### config.mk
export PLATFORM = sky130hd
export DESIGN_NAME = execution_skid_buffer
export DESIGN_NICKNAME = d
export VERILOG_FILES = /design/src/rtl/execution_skid_buffer.sv
export SDC_FILE = /design/constraint.sdc
export NUM_CORES = 1
export LEC_CHECK = 0
export CAP_MARGIN = 20
export CORE_ASPECT_RATIO = 0.6
export CORE_MARGIN = 2
export CORE_UTILIZATION = 50
export DETAILED_ROUTE_END_ITERATION = 12
export PLACE_DENSITY_LB_ADDON = 0.1
export SYNTH_ARGS = -nofsm -noshare
export SYNTH_HDL_FRONTEND = slang
export SYNTH_SLANG_ARGS = --single-unit
### constraint.sdc
create_clock -name clk -period 2.6 [get_ports clk]
set_input_delay 0.65 -clock clk [delete_from_list [all_inputs] [get_ports clk]]
set_output_delay 0.65 -clock clk [all_outputs]
set_load 0.01 [all_outputs]
### src/rtl/execution_skid_buffer.sv
// Two-entry skid buffer between execute and memory stages: a head register
// drives the outputs, a skid register absorbs one extra entry so in_ready can be registered.
module execution_skid_buffer #(
  parameter int DATA_W = 64,
  parameter int ADDR_W = 5,
  parameter int FLAG_W = 4
) (
  input  logic              clk,
  input  logic              rst,
  input  logic              flush,
  input  logic              in_valid,
  output logic              in_ready,
  input  logic [DATA_W-1:0] in_alu_result,
  input  logic [DATA_W-1:0] in_operand_b,
  input  logic [ADDR_W-1:0] in_write_addr,
  input  logic [4:0]        in_ctrl,
  input  logic [FLAG_W-1:0] in_flags,
  output logic              out_valid,
  input  logic              out_ready,
  output logic [DATA_W-1:0] out_alu_result,
  output logic [DATA_W-1:0] out_operand_b,
  output logic [ADDR_W-1:0] out_write_addr,
  output logic [4:0]        out_ctrl,
  output logic [FLAG_W-1:0] out_flags,
  output logic [1:0]        occupancy
);

  localparam int ENT_W = 2 * DATA_W + ADDR_W + 5 + FLAG_W;

  typedef enum logic [1:0] {
    S_EMPTY = 2'd0,
    S_ONE   = 2'd1,
    S_FULL  = 2'd2
  } state_t;

  state_t             r_state;
  logic               r_in_ready;
  logic [ENT_W-1:0]   r_head;
  logic [ENT_W-1:0]   r_skid;

  logic [ENT_W-1:0]   w_in_entry;
  logic [4:0]         w_head_ctrl;
  logic               w_accept;
  logic               w_pop;

  assign w_in_entry = {in_alu_result, in_operand_b, in_write_addr, in_ctrl, in_flags};
  assign {out_alu_result, out_operand_b, out_write_addr, w_head_ctrl, out_flags} = r_head;

  assign out_valid = (r_state != S_EMPTY);
  // An empty slot must never carry write/flag enables downstream.
  assign out_ctrl  = out_valid ? w_head_ctrl : 5'd0;
  assign in_ready  = r_in_ready;
  assign occupancy = r_state;

  assign w_accept = in_valid && r_in_ready;
  assign w_pop    = out_valid && out_ready;

  always_ff @(posedge clk) begin
    if (rst) begin
      r_state    <= S_EMPTY;
      r_in_ready <= 1'b1;
      r_head     <= '0;
      r_skid     <= '0;
    end else if (flush) begin
      // Data registers are left as-is; only the state is dropped.
      r_state    <= S_EMPTY;
      r_in_ready <= 1'b1;
    end else begin
      case (r_state)
        S_EMPTY: begin
          if (w_accept) begin
            r_head  <= w_in_entry;
            r_state <= S_ONE;
          end
        end
        S_ONE: begin
          if (w_accept && w_pop) begin
            r_head <= w_in_entry;
          end else if (w_accept) begin
            r_skid     <= w_in_entry;
            r_state    <= S_FULL;
            r_in_ready <= 1'b0;
          end else if (w_pop) begin
            r_state <= S_EMPTY;
          end
        end
        S_FULL: begin
          if (w_pop) begin
            r_head     <= r_skid;
            r_state    <= S_ONE;
            r_in_ready <= 1'b1;
          end
        end
        default: begin
          r_state    <= S_EMPTY;
          r_in_ready <= 1'b1;
        end
      endcase
    end
  end

endmodule

==> summary.md <==
| Metric | Value |
|---|---|
| Max Cap Viol | 0 |
| Hold WC Path Type | reg -> reg |
| Adder-Cell Fraction of Synth Area | 0% |
| VDD IR max | ~530 uV |
| Pleak | about 6.4 nW |
| Largest net degree at the start of global routing | 80 |
| Critical Path Slowest Stage Cell | clkdlybuf4s50_1 |
| Die area | around 26000 um2 |
| Clock Sinks | around 290 |
| Critical path cell sequence | nor2_2 -> nor2b_1 -> clkdlybuf4s50_1 |
| Tcrit/Tclk final | 98.1% |
| First-pass GRT wire length | roughly 48000 um |
| DRC Markers | 0 |
| Worst Path Required | between 1.5 and 2 ns |
| HPWL Detailed | 20300 um |
| Number of global-route vias before repair | approximately 9000 |
| First-pass iteration count of the detailed router | 4 |
| R2R Setup Slk | around 0.70 ns |
| Root buf cell | clkbuf_16 |
| CP bufs+invs | 1 |
| RSZ-0062 raised after global routing | false |
| Area of the core | around 24000 um2 |
| Post-Syn Area per Cell | roughly 8.7 um2 |
| Total gr overflow | 0 |
| Clock transition at path regs | about 0.07 ns |
| Routability cong. | slightly below 0.8 |
| Critical Path Start Type | register |
| CTS tree | built |
| Clock Path Buffers | 3 |
| Simple-gate share of the synthesized area | 14.0% |
| Remaining antenna violation count | 0 |
| Total clock buffers created by CTS | 27 |
| Die Width | 206 um |
| Setup Crit Path Kind | reg -> out |
| CP top delay family | buffers and inverters |
| Vias | approximately 9600 |
| Final nets | 1674 |
| Hold path cells | 2 |
| Post-route cell area | 15800 um2 |
| CP max stage delay | between 0.5 and 0.6 ns |
| Arrival time at the worst endpoint | ~1.9 ns |
| Period minus WS final | about 2.6 ns |
| Vias per std cell | 5.12 |
| Most used DFF post-synth | dfxtp_1 |
| Drt total wl | 30500 um |
| Worst-path fanout max | 7 |
| Yosys warning count | 0 |
| Least-Margin Pin Slew | 0.798 ns |
| Clock Latency Late Sink | about 0.54 ns |
| Synth Area in XOR/XNOR | 0.0715% |
| F_max | 392 MHz |
| Placed Area | around 15000 um2 |
| Worst Setup SP | occupancy[0]$_SDFFE_PP0P_ |
| Compound-cell area share of the yosys netlist | 14.9% |
| Reg2reg end | r_head[61]$_SDFFE_PP0P_ |
| H-tree depth | 1 |
| Post-CTS Setup Bufs | 0 |
| CP Depth | 3 |
| Share of cells above drive strength 1 | ~6.2% |
| Synthesized Nets | approximately 1600 |
| Register area share after synthesis | about 47% |
| WL/cell | ~16 um |
| Overall global routing resource usage | between 20% and 30% |
| Synth Register Bits | roughly 290 |
| Async S/R FF share, synth | 0% |
| Worst r2r path cells | 4 |
| Ports | a little under 300 |
| Post-Synthesis Cells | around 1400 |
| Layout Cells excl Fill | roughly 1900 |
| Worst setup skew after layout | between 0.01 and 0.015 ns |
| Outcome | finished clean |
| Final setup violation count | 0 |
| TNS Setup | 0 ns |
| Post-cts resize count | 1 |
| Setup crit end | out_ctrl[0] |
| Critical Path Sink Type | output pin |
| Synthesis-to-finish area growth | 28.6% |
| Critical R2R Launch | occupancy[0]$_SDFFE_PP0P_ |
| Initial Utilization | just over 50% |
| Pins Over Slew Limit | 0 |
| Post-CTS Hold Buffers | 0 |
| Mux cell area share after synthesis | between 10% and 20% |
| Die H | about 130 um |
| Synth Cell Area | 12300 um2 |
| 1st-iter DRT viols | about 460 |
| Port Buffers | slightly below 300 |
| FP Rows | 44 |
| Worst relative slew slack | around 47% |
| Initial antenna violation count | 4 |
| Largest family of logic cells by synthesized area | compound AO/OA/AOI/OAI gates |
| Library cells used by synthesis | 24 |
| Endpoints failing hold | 0 |
| Number of flops mapped to enable cells by yosys | 0 |
| Pwr Density | between 600 and 700 nW/um2 |
| Placed insts | about 1800 |
[cell usage in the layout (no fill, tap or decap), types with 2 or more instances in the layout]
| master | synthesis | routed |
|---|---|---|
| dfxtp_1 | 287 | 286 |
| clkinvlp_4 | 0 | 2 |
| buf_12 | 0 | 27 |
| buf_4 | 138 | 15 |
| clkinv_2 | 0 | 5 |
| nand2_1 | 285 | 285 |
| clkdlybuf4s50_1 | 0 | 291 |
| mux2i_1 | 142 | 142 |
| diode_2 | 0 | 3 |
| nor2_1 | 143 | 142 |
| inv_1 | 3 | 3 |
| clkbuf_8 | 0 | 7 |
| nor2b_1 | 6 | 6 |
| a21oi_1 | 143 | 143 |
| bufinv_16 | 0 | 7 |
| clkbuf_16 | 0 | 27 |
| a211oi_1 | 142 | 142 |
[layer usage]
layer | share of wire [%] | global-route usage (%)
met1 | 48 | 32.6
met5 | 0.089 | 0
met2 | 43 | 34.8
met3 | 7.0 | 6.47
met4 | 2.2 | 5.46
[layout make-up]
type,count,area [um2]
Fill cell,2005,8350
Tap cell,322,403
Timing Repair Buffer,334,3580
Clock inverter,15,259
Antenna cell,3,7.51
Inverter,3,11.3
Multi-Input combinational cell,874,4990
Clock buffer,34,762
Sequential cell,287,5750
[through the flow]
| step | util, % | total power [mW] | worst slack, ns | hold slack (ns) |
|---|---|---|---|---|
| final | 65.4 | 10.4 | 0.0499 | 0.452 |
| after global placement | 61.1 | 5.98 | 0.148 | 0.440 |
| after global routing | 65.3 | 10.8 | 0.00407 | 0.468 |
| after CTS | 65.3 | 10.5 | 0.0252 | 0.455 |
| after detailed placement | 61.1 | 6.01 | 0.0960 | 0.446 |
| after floorplan | - | 5.46 | 0.693 | 0.436 |
[cell usage after synthesis, types with 3 or more instances]
cell type / count / area [um2]
clkbuf_1: 49 / 184
nand2_1: 285 / 1070
buf_4: 138 / 1040
a211oi_1: 142 / 1070
buf_2: 60 / 300
a21oi_1: 143 / 716
nor2b_1: 6 / 37.5
inv_1: 3 / 11.3
mux2i_1: 142 / 1420
dfxtp_1: 287 / 5750
nor2_1: 143 / 537
[cell families after synthesis]
kind of cell    count (synthesis)
compound gates                289
xor+xnor                        1
buf+inv                       250
flops                         287
mux                           142
simple gates                  442
[worst reg2reg max path, cell delays in order (launching register included)]
cell and delay, ns:
dfxtp_2 0.43, nand2b_4 0.22, buf_4 0.63, mux2i_1 0.24
a211oi_1 0.27
[how the worst min path moves through the flow]
stage                                         from                        to
after floorplan             r_skid[0]$_SDFFE_PP0P_    r_skid[0]$_SDFFE_PP0P_
after global placement     r_skid[89]$_SDFFE_PP0P_   r_skid[89]$_SDFFE_PP0P_
after detailed placement   r_skid[83]$_SDFFE_PP0P_   r_skid[83]$_SDFFE_PP0P_
after CTS                  r_skid[83]$_SDFFE_PP0P_   r_skid[83]$_SDFFE_PP0P_
after global routing       r_skid[59]$_SDFFE_PP0P_   r_skid[59]$_SDFFE_PP0P_
final                     r_skid[106]$_SDFFE_PP0P_  r_skid[106]$_SDFFE_PP0P_
[power breakdown]
part / leakage, nW / switching (mW) / internal [mW]
sequential: 2.34 / 0.101 / 4.57
clock: 0.500 / 1.74 / 2.77
combinational: 3.58 / 0.546 / 0.684
total: 6.42 / 2.39 / 8.03
[state kept, by name, indices dropped and copies added (netlist names)]
name / flops
r_skid: 142
occupancy: 2
in_ready: 1
r_head: 142
Note: power is estimated with default switching activity, not from simulation.
==> variant (same settings) <==
Make the reset (`rst`) asynchronous in one clocked block.
--- a/src/rtl/execution_skid_buffer.sv
+++ b/src/rtl/execution_skid_buffer.sv
@@ -56,5 +56,5 @@
   assign w_pop    = out_valid && out_ready;
 
-  always_ff @(posedge clk) begin
+  always_ff @(posedge clk or posedge rst) begin
     if (rst) begin
       r_state    <= S_EMPTY;
Function: changed (Yosys sat finds a counterexample within 4 cycles, from zero or initial values and one cycle with rst high; the reset may be asserted at any time).
==> variant against the original RTL <==
Routed wire length down 7.6%; cell area grew 4.9%; setup slack better by 0.056 ns; synthesized area rose by 5.9%; via count shrank 15%; worst hold slack gained 0.035 ns; sequential cell count stayed put; critical endpoint is now out_ctrl[3]; largest cell class unchanged.
Power is not compared: it rests on default switching activity, and its combinational part moved more than twofold at a synthesized area within 25%.
==> variant: results (changes against the original RTL) <==
SYNTHTOPCELLSBYCOUNT='286 x sky130_fd_sc_hd__dfrtp_1, 144 x sky130_fd_sc_hd__nor2_1, 143 x sky130_fd_sc_hd__a21oi_1'
CTS-RESIZED-GATES=3  # +2
WORSTREG2REGEND='r_head[79]'
VIAS=8124  # -15%
WORST-R2R-SETUP-SLACK_NS=0.78  # +0.08 ns
YOSYS-TOP-CELLS-AREA='sky130_fd_sc_hd__dfrtp_1 55%, sky130_fd_sc_hd__mux2i_1 11%, sky130_fd_sc_hd__buf_4 8.1%'
WORST_SETUP_PATH_STARTPOINT='occupancy[1]'
PLACED_AREA_SQ_UM=15570  # +5.7%
STATUS='finished, final reports clean'
SLOWEST_DELAY_NS=0.62  # +0.04 ns
HOLD_PATH_CLASS='in -> async'
WEIGHTED_CONGESTION_AT_THE_END_OF_ROUTABILITY_DRIVEN_GLOBAL_PLACEMENT=0.7266  # -7.5%
MAX_SLEW.WORST_PIN.SLEW_NS=0.4954  # -0.3030 ns
YOSYSUNIQUECELLTYPES=28  # +17%
INITIALDRTVIOLATIONCOUNT=532  # +15%
ANTENNA_VIOLATIONS_BEFORE_REPAIR=1  # -3
SYNTH-MAIN-FF-CELL='sky130_fd_sc_hd__dfrtp_1'
REG2REGPATHDEPTH=6  # +2
CP_DATA_ARRIVAL_TIME_NS=1.84  # -0.06 ns
WORST_CLOCK_SKEW_NS=0.01232  # +0.00007430 ns
GRT_FIRST_PASS_WIRELENGTH_MICRONS=44900  # -6.4%
CRITICAL_PATH_SINK='out_ctrl[3]'
WORSTREG2REGSTART='in_ready'
SYNTH_SEQUENTIAL_AREA_RATIO=0.5536  # +0.08471
DP_WORST_SETUP_SLACK_NS=0.1204  # +0.02443 ns
SETUP_SLACK_NS=0.1057  # +0.05579 ns
LAYOUT-DRIVE-GT1-SHARE=0.1311  # +0.06900
ANTENNADIODECOUNT=0  # -3
AVGROUTEDWIREPERCELL_MICRONS=17.48  # +7.3%
TRACK_USAGE=0.2084  # -0.02192
CLOCK_TREE.ROOT_CELL='sky130_fd_sc_hd__clkbuf_16'
GRT_START_MAX_NET_PINS=93  # +16%
VIAS_IN_THE_FIRST_GLOBAL_ROUTE=8301  # -7.0%
FINAL_NETS=1387  # -17%
POSTSYNTH.ASYNCRESETSHARE=1.000  # +1.000
SYN-NUM-NETS=1229  # -21%
CRIT_PATH_START_KIND='flip-flop'
CRITICAL_PATH_PEAK_FANOUT=10  # +3
DPL.HPWL_MICRONS=19330  # -4.8%
[variant: kinds of logic (layout without fill, tap and decap cells)]
logic type             count (synthesis)  in the layout  synth area share
muxes                                284            284            0.2328
buffers and inverters                202            379            0.1049
AOI/OAI and AO/OA                    148            148           0.05834
and+or+nand+nor                      161            161           0.05034
DFF                                  287            287            0.5536
[variant: per-layer routing]
layer	GRT usage	wire length (microns)	vias to the layer above
met3	0.06663	2100	33
met2	0.3271	12850	167
li1	-	-	3885
met5	0	13	-
met1	0.2915	12850	4037
met4	0.03065	357	2
[variant: worst min path at each step]
| stage | from | endpoint | slack [ns] | cells after the start |
|---|---|---|---|---|
| finish | rst | r_skid[119] | 0.49 | 2 |
| floorplan | r_skid[107] | r_skid[107] | 0.46 | 1 |
| global placement | r_skid[26] | r_skid[26] | 0.47 | 1 |
| global route | r_skid[29] | r_skid[29] | 0.50 | 1 |
| CTS | rst | r_skid[119] | 0.49 | 2 |
| detailed placement | r_skid[124] | r_skid[124] | 0.48 | 1 |
[variant: area by class of cell]
cell class,instances,area [sq um]
Fill cell,1967,8855
Sequential cell,287,7186
Multi-Input combinational cell,593,4466
Timing Repair Buffer,329,3476
Clock buffer,35,765.7
Tap cell,352,440.4
Clock inverter,13,193.9
Inverter,2,11.26
[variant: power breakdown]
| part | switching [mW] | internal (mW) | total (mW) |
|---|---|---|---|
| clock | 1.70 | 2.57 | 4.26 |
| sequential | 0.662 | 5.75 | 6.41 |
| combinational | 1.36 | 1.97 | 3.33 |
| total | 3.72 | 10.3 | 14.0 |
[variant: through the flow]
stage	hold slack (ns)	std cells	total power, mW
floorplan	0.4635	1082	8.694
global placement	0.4728	1563	9.706
detailed placement	0.4802	1563	9.834
CTS	0.4852	1611	14.18
global route	0.5038	1611	14.77
finish	0.4875	1611	14.00
